## config.mk

```make
export PLATFORM = sky130hd
export DESIGN_NAME = uart_calc_engine
export DESIGN_NICKNAME = d
export VERILOG_FILES = /design/src/rtl/uart_calc_engine.sv
export SDC_FILE = /design/constraint.sdc
export NUM_CORES = 1
export LEC_CHECK = 0
export ABC_AREA = 1
export BUFFER_PORTS_ARGS = -buffer_cell sky130_fd_sc_hd__buf_2
export CORE_ASPECT_RATIO = 0.9
export CORE_MARGIN = 2
export CORE_UTILIZATION = 50
export CTS_BUF_LIST = sky130_fd_sc_hd__clkbuf_8 sky130_fd_sc_hd__clkbuf_16
export DETAILED_ROUTE_END_ITERATION = 10
export PLACE_DENSITY_LB_ADDON = 0.3
export REMOVE_ABC_BUFFERS = 1
export SETUP_SLACK_MARGIN = 0.02
export SYNTH_ARGS = -nofsm -noshare
export SYNTH_HDL_FRONTEND = slang
export SYNTH_SLANG_ARGS = --single-unit
```

## constraint.sdc

```tcl
create_clock -name clk -period 3.1 [get_ports clk]
set_input_delay 0.155 -clock clk [delete_from_list [all_inputs] [get_ports clk]]
set_output_delay 0.155 -clock clk [all_outputs]
set_load 0.1 [all_outputs]
```

## src/rtl/uart_calc_engine.sv

```systemverilog
// uart_calc_engine: parses two ASCII decimal operand lines (A, then B with an
// optional leading '-'), adds or subtracts them, converts the result to BCD and
// streams "SUM:/DIF:<digits> COUT:<c>\n" (or "ERR\n") to the UART transmitter.
// Ports: clk/reset; rx_data/rx_valid in; tx_data/tx_start out, tx_done in;
// busy, result/result_cout/result_valid, err, rx_drop out.
module uart_calc_engine #(
  parameter int unsigned WIDTH  = 16,
  parameter int unsigned DIGITS = 5
) (
  input  logic             clk,
  input  logic             reset,
  input  logic [7:0]       rx_data,
  input  logic             rx_valid,
  output logic [7:0]       tx_data,
  output logic             tx_start,
  input  logic             tx_done,
  output logic             busy,
  output logic [WIDTH-1:0] result,
  output logic             result_cout,
  output logic             result_valid,
  output logic             err,
  output logic             rx_drop
);

  localparam int unsigned MSG_LEN = DIGITS + 12;
  localparam int unsigned IW      = $clog2(MSG_LEN);
  localparam int unsigned DW      = $clog2(DIGITS + 1);
  localparam int unsigned CW      = $clog2(WIDTH + 1);
  localparam int unsigned AW      = WIDTH + 4;
  localparam int unsigned BW      = 4 * DIGITS;

  typedef enum logic [2:0] {PARSE_A, PARSE_B, CALC, CONV, SEND, SEND_ERR} state_t;

  state_t          state_q, state_d;
  logic [WIDTH-1:0] acc, a_val, bin;
  logic [DW-1:0]    dcnt;
  logic             sub;
  logic [BW-1:0]    bcd, bcd_adj;
  logic [CW-1:0]    conv_cnt;
  logic [IW-1:0]    idx;
  logic [AW-1:0]    acc_next;
  logic [WIDTH:0]   sum_w, dif_w;
  logic             parsing, is_digit, is_term, is_minus;
  logic             digit_ok, minus_ok, do_latch, parse_err, last_byte;

  function automatic logic [7:0] msg_byte(input int unsigned i, input logic s,
                                          input logic c, input logic [BW-1:0] b);
    logic [7:0]  r;
    int unsigned k;
    r = 8'h0a;
    if (i < 4) begin
      case (i)
        0:       r = s ? "D" : "S";
        1:       r = s ? "I" : "U";
        2:       r = s ? "F" : "M";
        default: r = ":";
      endcase
    end else if (i < 4 + DIGITS) begin
      k = DIGITS - 1 - (i - 4);
      r = {4'h3, b[4*k +: 4]};
    end else begin
      case (i - (4 + DIGITS))
        0:       r = " ";
        1:       r = "C";
        2:       r = "O";
        3:       r = "U";
        4:       r = "T";
        5:       r = ":";
        6:       r = {7'h18, c};
        default: r = 8'h0a;
      endcase
    end
    return r;
  endfunction

  function automatic logic [7:0] err_byte(input int unsigned i);
    case (i)
      0:       return "E";
      1, 2:    return "R";
      default: return 8'h0a;
    endcase
  endfunction

  always_comb begin
    parsing   = (state_q == PARSE_A) || (state_q == PARSE_B);
    busy      = !parsing;
    is_digit  = (rx_data >= 8'h30) && (rx_data <= 8'h39);
    is_term   = (rx_data == 8'd10) || (rx_data == 8'd13);
    is_minus  = (rx_data == 8'h2d);
    acc_next  = {4'b0, acc} * AW'(10) + AW'(rx_data[3:0]);
    digit_ok  = is_digit && (dcnt != DW'(DIGITS)) && (acc_next[AW-1:WIDTH] == '0);
    minus_ok  = (state_q == PARSE_B) && is_minus && (dcnt == '0) && !sub;
    do_latch  = rx_valid && parsing && is_term && (dcnt != '0);
    // an empty line is ignored unless it follows a lone '-'
    parse_err = rx_valid && parsing &&
                !(digit_ok || minus_ok || (is_term && !((dcnt == '0) && sub)));
    last_byte = (state_q == SEND) ? (idx == IW'(MSG_LEN - 1)) : (idx == IW'(3));
    sum_w     = {1'b0, a_val} + {1'b0, acc};
    dif_w     = {1'b0, a_val} - {1'b0, acc};
    bcd_adj   = bcd;
    for (int unsigned k = 0; k < DIGITS; k++) begin
      if (bcd[4*k +: 4] >= 4'd5) bcd_adj[4*k +: 4] = bcd[4*k +: 4] + 4'd3;
    end
  end

  always_comb begin
    state_d = state_q;
    case (state_q)
      PARSE_A:  if (parse_err) state_d = SEND_ERR; else if (do_latch) state_d = PARSE_B;
      PARSE_B:  if (parse_err) state_d = SEND_ERR; else if (do_latch) state_d = CALC;
      CALC:     state_d = CONV;
      CONV:     if (conv_cnt == CW'(WIDTH - 1)) state_d = SEND;
      SEND,
      SEND_ERR: if (tx_done && last_byte) state_d = PARSE_A;
      default:  state_d = PARSE_A;
    endcase
  end

  always_ff @(posedge clk) begin
    if (reset) state_q <= PARSE_A;
    else       state_q <= state_d;
  end

  // tx_start/tx_data are registered; the next byte is loaded on the tx_done edge
  always_ff @(posedge clk) begin
    if (reset) begin
      acc <= '0; a_val <= '0; bin <= '0; dcnt <= '0; sub <= 1'b0;
      bcd <= '0; conv_cnt <= '0; idx <= '0;
      tx_data <= '0; tx_start <= 1'b0; result <= '0; result_cout <= 1'b0;
      result_valid <= 1'b0; err <= 1'b0; rx_drop <= 1'b0;
    end else begin
      tx_start     <= 1'b0;
      result_valid <= 1'b0;
      err          <= 1'b0;
      rx_drop      <= rx_valid && busy;
      case (state_q)
        PARSE_A, PARSE_B: begin
          if (parse_err) begin
            err      <= 1'b1;
            idx      <= '0;
            tx_start <= 1'b1;
            tx_data  <= err_byte(0);
          end else if (rx_valid) begin
            if (minus_ok) begin
              sub <= 1'b1;
            end else if (is_digit) begin
              acc  <= acc_next[WIDTH-1:0];
              dcnt <= dcnt + DW'(1);
            end else if (do_latch && (state_q == PARSE_A)) begin
              a_val <= acc;
              acc   <= '0;
              dcnt  <= '0;
            end
          end
        end
        CALC: begin
          result       <= sub ? dif_w[WIDTH-1:0] : sum_w[WIDTH-1:0];
          result_cout  <= sub ? dif_w[WIDTH] : sum_w[WIDTH];
          bin          <= sub ? dif_w[WIDTH-1:0] : sum_w[WIDTH-1:0];
          result_valid <= 1'b1;
          bcd          <= '0;
          conv_cnt     <= '0;
        end
        CONV: begin
          bcd      <= {bcd_adj[BW-2:0], bin[WIDTH-1]};
          bin      <= {bin[WIDTH-2:0], 1'b0};
          conv_cnt <= conv_cnt + CW'(1);
          if (conv_cnt == CW'(WIDTH - 1)) begin
            idx      <= '0;
            tx_start <= 1'b1;
            tx_data  <= msg_byte(0, sub, result_cout, bcd);
          end
        end
        SEND, SEND_ERR: begin
          if (tx_done) begin
            if (last_byte) begin
              acc <= '0; a_val <= '0; dcnt <= '0; sub <= 1'b0; idx <= '0;
            end else begin
              idx      <= idx + IW'(1);
              tx_start <= 1'b1;
              tx_data  <= (state_q == SEND) ? msg_byte(32'(idx) + 1, sub, result_cout, bcd)
                                            : err_byte(32'(idx) + 1);
            end
          end
        end
        default: ;
      endcase
    end
  end

endmodule
```

* Word-level counts from Yosys, hierarchy flattened
Index checks and enable logic that the tools add are counted.
** Storage, ports and cells
- Output and inout bits :: 30
- Flip-flop bits (word level) :: 114
** Operators by class
- Add/subtract/negate cells :: 15
- Multiplexer cells :: 71
- Multipliers :: 1
- Bitwise logic cells :: 1
- Order comparisons :: 9
- Eq/ne operators :: 35
- Shift-type cells :: 1
- Reduce and logical (&&, ||, !) cells :: 42
** Operators with widths (number)
- $mux 16 :: 13
- $eq 32x3->1 const B :: 3
- $pmux 16 s2 :: 3
- $eq 32x2->1 const B :: 2
- $logic_not 32->1 :: 2
- $pmux 7 s7 :: 1
- $mux 8 :: 6
- $mux 3 :: 14
- $pmux 20 s2 :: 1
- $shiftx 20x33->4 :: 1
- $eq 32x1->1 const B :: 1
- $lt 32x3->1 const B :: 1
- $lt 32x4->1 const B :: 1
- $sub 32x4->32 const B :: 1
- $mux 5 :: 6
- $sub 3x30->30 const A :: 1
- $ne 2x2->1 const B :: 12
- $pmux 8 s3 :: 1
- $pmux 7 s3 :: 1
- $add 20x4->20 :: 1
- $ge 4x3->1 const B :: 5
- $mux 4 :: 5
- $mul 16x3->19 const B :: 1
- $add 16x16->17 :: 1
- 43 further kinds :: 91

* Logic depth before layout (Yosys ltp)
- Depth after elaboration :: 12
- Gate-level depth with buffers :: 26
- Gate-level depth less buffers :: 25

* Worst setup path before layout
OpenSTA, ideal clock, no wires.
- Kind :: register -> register
- Start :: register acc[1]
- End :: register idx[1]
- Arrival :: 3.079 ns
- Path buffers :: 1
- Path slack :: -0.094 ns
- Library setup time :: 0.116 ns
- Cell stages (with the launch flop) :: 26
- Cells stage by stage :: dfxtp_1 -> ha_1 -> ha_1 -> inv_1 -> fa_1 -> nor2_1 -> nand3_1 -> nand2_1 -> nand2_1 -> inv_1 -> nand3_1 -> nor2_1 -> nand3_1 -> nor2_2 -> nand2_1 -> nand2_1 -> nand2_1 -> nor2_1 -> nand2_1 -> nand2_4 -> buf_6 -> nand2_1 -> nand2_2 -> inv_2 -> nor2_1 -> nor2_1
** On the way
- Cells in the longest elaborated chain, start to end :: 10
** RTL lines
- from (decl) :: RTL line 35 : logic [WIDTH-1:0] acc, a_val, bin;
- from (signal assigned) :: RTL line 147 : acc <= acc_next[WIDTH-1:0];
- $mul 16x3->19 :: RTL line 90 : acc_next = {4'b0, acc} * AW'(10) + AW'(rx_data[3:0]);
- $add 20x4->20 :: RTL line 90
- $logic_not 4->1 :: RTL line 91 : digit_ok = is_digit && (dcnt != DW'(DIGITS)) && (acc_next[AW-1:WIDTH] == '0);
- $logic_and 1x1->1 :: RTL line 91
- $logic_or 1x1->1 (2 in series) :: RTL line 96 : !(digit_ok || minus_ok || (is_term && !((dcnt == '0) && sub)));
- $logic_not 1->1 :: RTL line 96
- $logic_and 1x1->1 :: RTL line 95 : parse_err = rx_valid && parsing &&
- $ne 2x2->1 (no source line)
- $reduce_and 4->1 (no source line)
- to (signal assigned) :: RTL line 179 : idx <= idx + IW'(1);
- to (decl) :: RTL line 40 : logic [IW-1:0] idx;
No other way between the ends.
A chain may end at the register's enable or synchronous reset.

* Worst setup path in the final report
- Start :: register acc[3]
- End :: register acc[14]
** On the way
- Cells in the longest elaborated chain, start to end :: 10
** RTL lines (RTL line)
- $mul 16x3->19 (*) :: 90
- $add 20x4->20 (*) :: 90
- $logic_not 4->1 :: 91
- $logic_and 1x1->1 :: 91
- $logic_or 1x1->1 (2 in series) :: 96
- $logic_not 1->1 :: 96
- $logic_and 1x1->1 :: 95
- $ne 2x2->1 (no source line)
- $reduce_and 7->1 (no source line)
Every way passes the cells marked *; elsewhere a longest branch is shown, timed or not. The select of a mux whose other input is x is not followed.

==> results.toml <==
[timing]
worst_hold_slack_ns = 0.0621
fin_crit_ns = 3.31
worstMarginPinSlew_ns = 1.26
hold_viol = 0
drv_slew = 0
setup_violations = 51
setup_slack_ns = -0.205
relSlewSlack_pct = 15.8
fin_crit_sh_pct = 107
finalSetupTns_ns = -6.97
fmax_mhz = 303
rsz0062_at_grt = "yes"
clock_skew_ns = 0.0154

[detailed_routing]
drc = 0
ant_nets = 0
wl_um = 27900
drt_iter0_markers = 993
vias = 10200
drt_first_pass_iters = 5
avgRoutedWirePerCell_um = 15.0
via_per_inst = 5.50

[global_routing]
gr-total-overflow = 0
track_usage_pct = 28.2
grt_max_degree = 65
grt_pass1_wl_um = 45000
antenna_found_initial = 0
grt_pass1_vias = 9204

[floorplan]
die_area_sq_mm = 0.0194
coreArea_sq_mm = 0.0177
start_util_pct = 51.5
io_pins = 42
die_h_um = 132
rows = 46
die_x_um = 146

[synth]
ys.flop_type = "dfxtp_1"
synth-seq-cells = 113
async_reset_ff_share_pct = 0
yosys.area.top_type = "dfxtp_1"
synth_cell_types = 47
yosysSeqAreaShare_pct = 24.8
synth.area.top_cells = "dfxtp_1 25%, nand2_1 17%, ha_1 12%, a21oi_1 8.5%, inv_1 8.4%"
synth_edf_count = 0
yosysTopAreaCellShare_pct = 24.8
syn_area_per_cell_sq_um = 6.18
syn_area_sq_mm = 0.00913
syn_inst = 1477
yosys_warnings = 0

[pwr]
vdd_drop_max_v = 0.000669
finalPower_uw = 9030
leakage_uw = 0.00542
powerDensity_mw_per_mm2 = 778

[run]
max-cap-violations = 0

[layout]
final_core_utilization_pct = 65.5
fin_nets = 1712
area_delta_synth_final_pct = 27.2
multiInputGateArea_sq_mm = 0.00644
seqCellArea_sq_mm = 0.00228
diodes = 0
fillers = 1549
drive_above_1_share_pct = 20.6
layout_common_cells = "366 x nand2_1, 201 x inv_1, 143 x a21oi_1"
mostFrequentLayoutCell = "nand2_1"

[setup_path]
critPathRequiredTime_ns = 3.38
cp.arrival_ns = 3.59
path_class = "register to register"
worstSetupEndpointType = "register"
start_kind = "register"
critPathMaxFanout = 6

[clocking]
cts_buffer_depth = 2
cts.htree.levels = 4
cts_made_buffers = 17
clk_latency_ns = 0.43
root_buffer = "clkbuf_16"
clk_pin_slew_ns = 0.06
cts_sinks = 113
cts_tree = "done"

[placed_design]
place_congestion = 0.942
dp_slack_ns = -0.378
portBuffers = 40
dp_hpwl_um = 19300

[run_status]
violations = "negative setup slack"
outcome = "finished with violations"

[min_path]
min_path_type = "primary input to register"
==> area by class of cell <==
cell class,count,area share [%]
inverters,209,6.85
clock buffers,17,3.67
multi-input cells,1108,55.5
flip-flops and latches,113,19.6
well taps,240,2.59
clock inverters,15,1.57
repair buffers,157,10.2
==> kinds of logic (layout without fill, tap and decap cells) <==
group	count (synthesis)	after routing	synth area share, %
simple gates	711	711	32.6
compound gates	282	282	16.5
other cells	1	1	0.0411
buf+inv	256	398	11.0
xor+xnor	20	20	1.92
flops	113	113	24.8
fa+ha+maj	94	94	13.2
==> power by group <==
group          internal [uW]  switching (uW)  total [uW]
logic                   1640            3510        5150
clock network           1270             773        2040
registers               1670             171        1840
total                   4570            4460        9030
==> worst paths after layout <==
kind | startpoint | endpoint | slack [ns] | cells after the start
setup / recovery | acc[3] | acc[14] | -0.21 | 22
hold / removal | rx_valid | rx_drop | 0.06 | 3
setup reg to reg | acc[3] | acc[14] | -0.21 | 22
hold reg to reg | result[12] | result[12] | 0.46 | 2
==> layer usage <==
metal	track usage [%]	vias to the layer above	wire length, um
li1	-	5041	-
met1	39.9	4677	12700
met2	43.8	467	12200
met3	5.81	48	2580
met4	7.07	0	401
met5	0	-	0
==> cell usage after synthesis, types with 2 or more instances <==
cell and n:
nor3_1 19, nand4_1 27, or2_2 3, o21bai_1 3
nand3_2 5, a21oi_1 155, o211ai_1 3, nor2_1 143
buf_2 7, o21ai_0 84, ha_1 90, dfxtp_1 113
nor2_2 7, buf_1 2, a31oi_1 16, o22ai_1 4
xnor2_1 3, clkbuf_1 33, a211oi_1 2, nand3_1 82
nand2_2 7, inv_2 3, and2_1 2, fa_1 4
nand2_1 410, a221oi_1 3, buf_6 3, xor2_1 17
a21o_1 3, a21boi_0 2, buf_4 2, inv_1 205
==> metrics by stage <==
| step | instance area [sq um] | instances |
|---|---|---|
| floorplan | 8910 | 1430 |
| global placement | 10100 | 1800 |
| detailed placement | 10100 | 1800 |
| CTS | 11200 | 1853 |
| global route | 11600 | 1859 |
| finish | 11600 | 1859 |
==> critical path, cell delays in order (launching register included) <==
cell     delay, ns
dfxtp_2       0.34
buf_4         0.16
ha_4          0.24
ha_4          0.31
nand3_2       0.12
buf_4         0.15
nand3_1       0.07
nand2_1       0.15
nand3_4       0.15
nor2_4        0.05
buf_4         0.13
buf_4         0.12
buf_4         0.12
buf_4         0.12
buf_4         0.12
buf_4         0.12
buf_4         0.12
buf_4         0.12
buf_4         0.13
nand3_1       0.10
a21oi_2       0.07
nand2_1       0.07
a21oi_1       0.06
==> registers in the layout, summed over array words and instances (netlist names) <==
signal,count
acc,16
result_cout,1
bin,16
bcd,20
result_valid,1
tx_start,1
conv_cnt,5
result,16
dcnt,3
err,1
idx,5
a_val,16
state_q,3
sub,1
rx_drop,1
tx_data,7
==> repair_timing <==
item                                   4_1_cts  5_1_grt
setup endpoints to repair                   52       56
pin swaps                                   32       25
gates resized for setup                     76       85
cloned                                       3        0
endpoints found under the hold margin        1        0
hold buffers                                 1        0
setup buffers                               17        6
(Power assumes the default switching activity.)
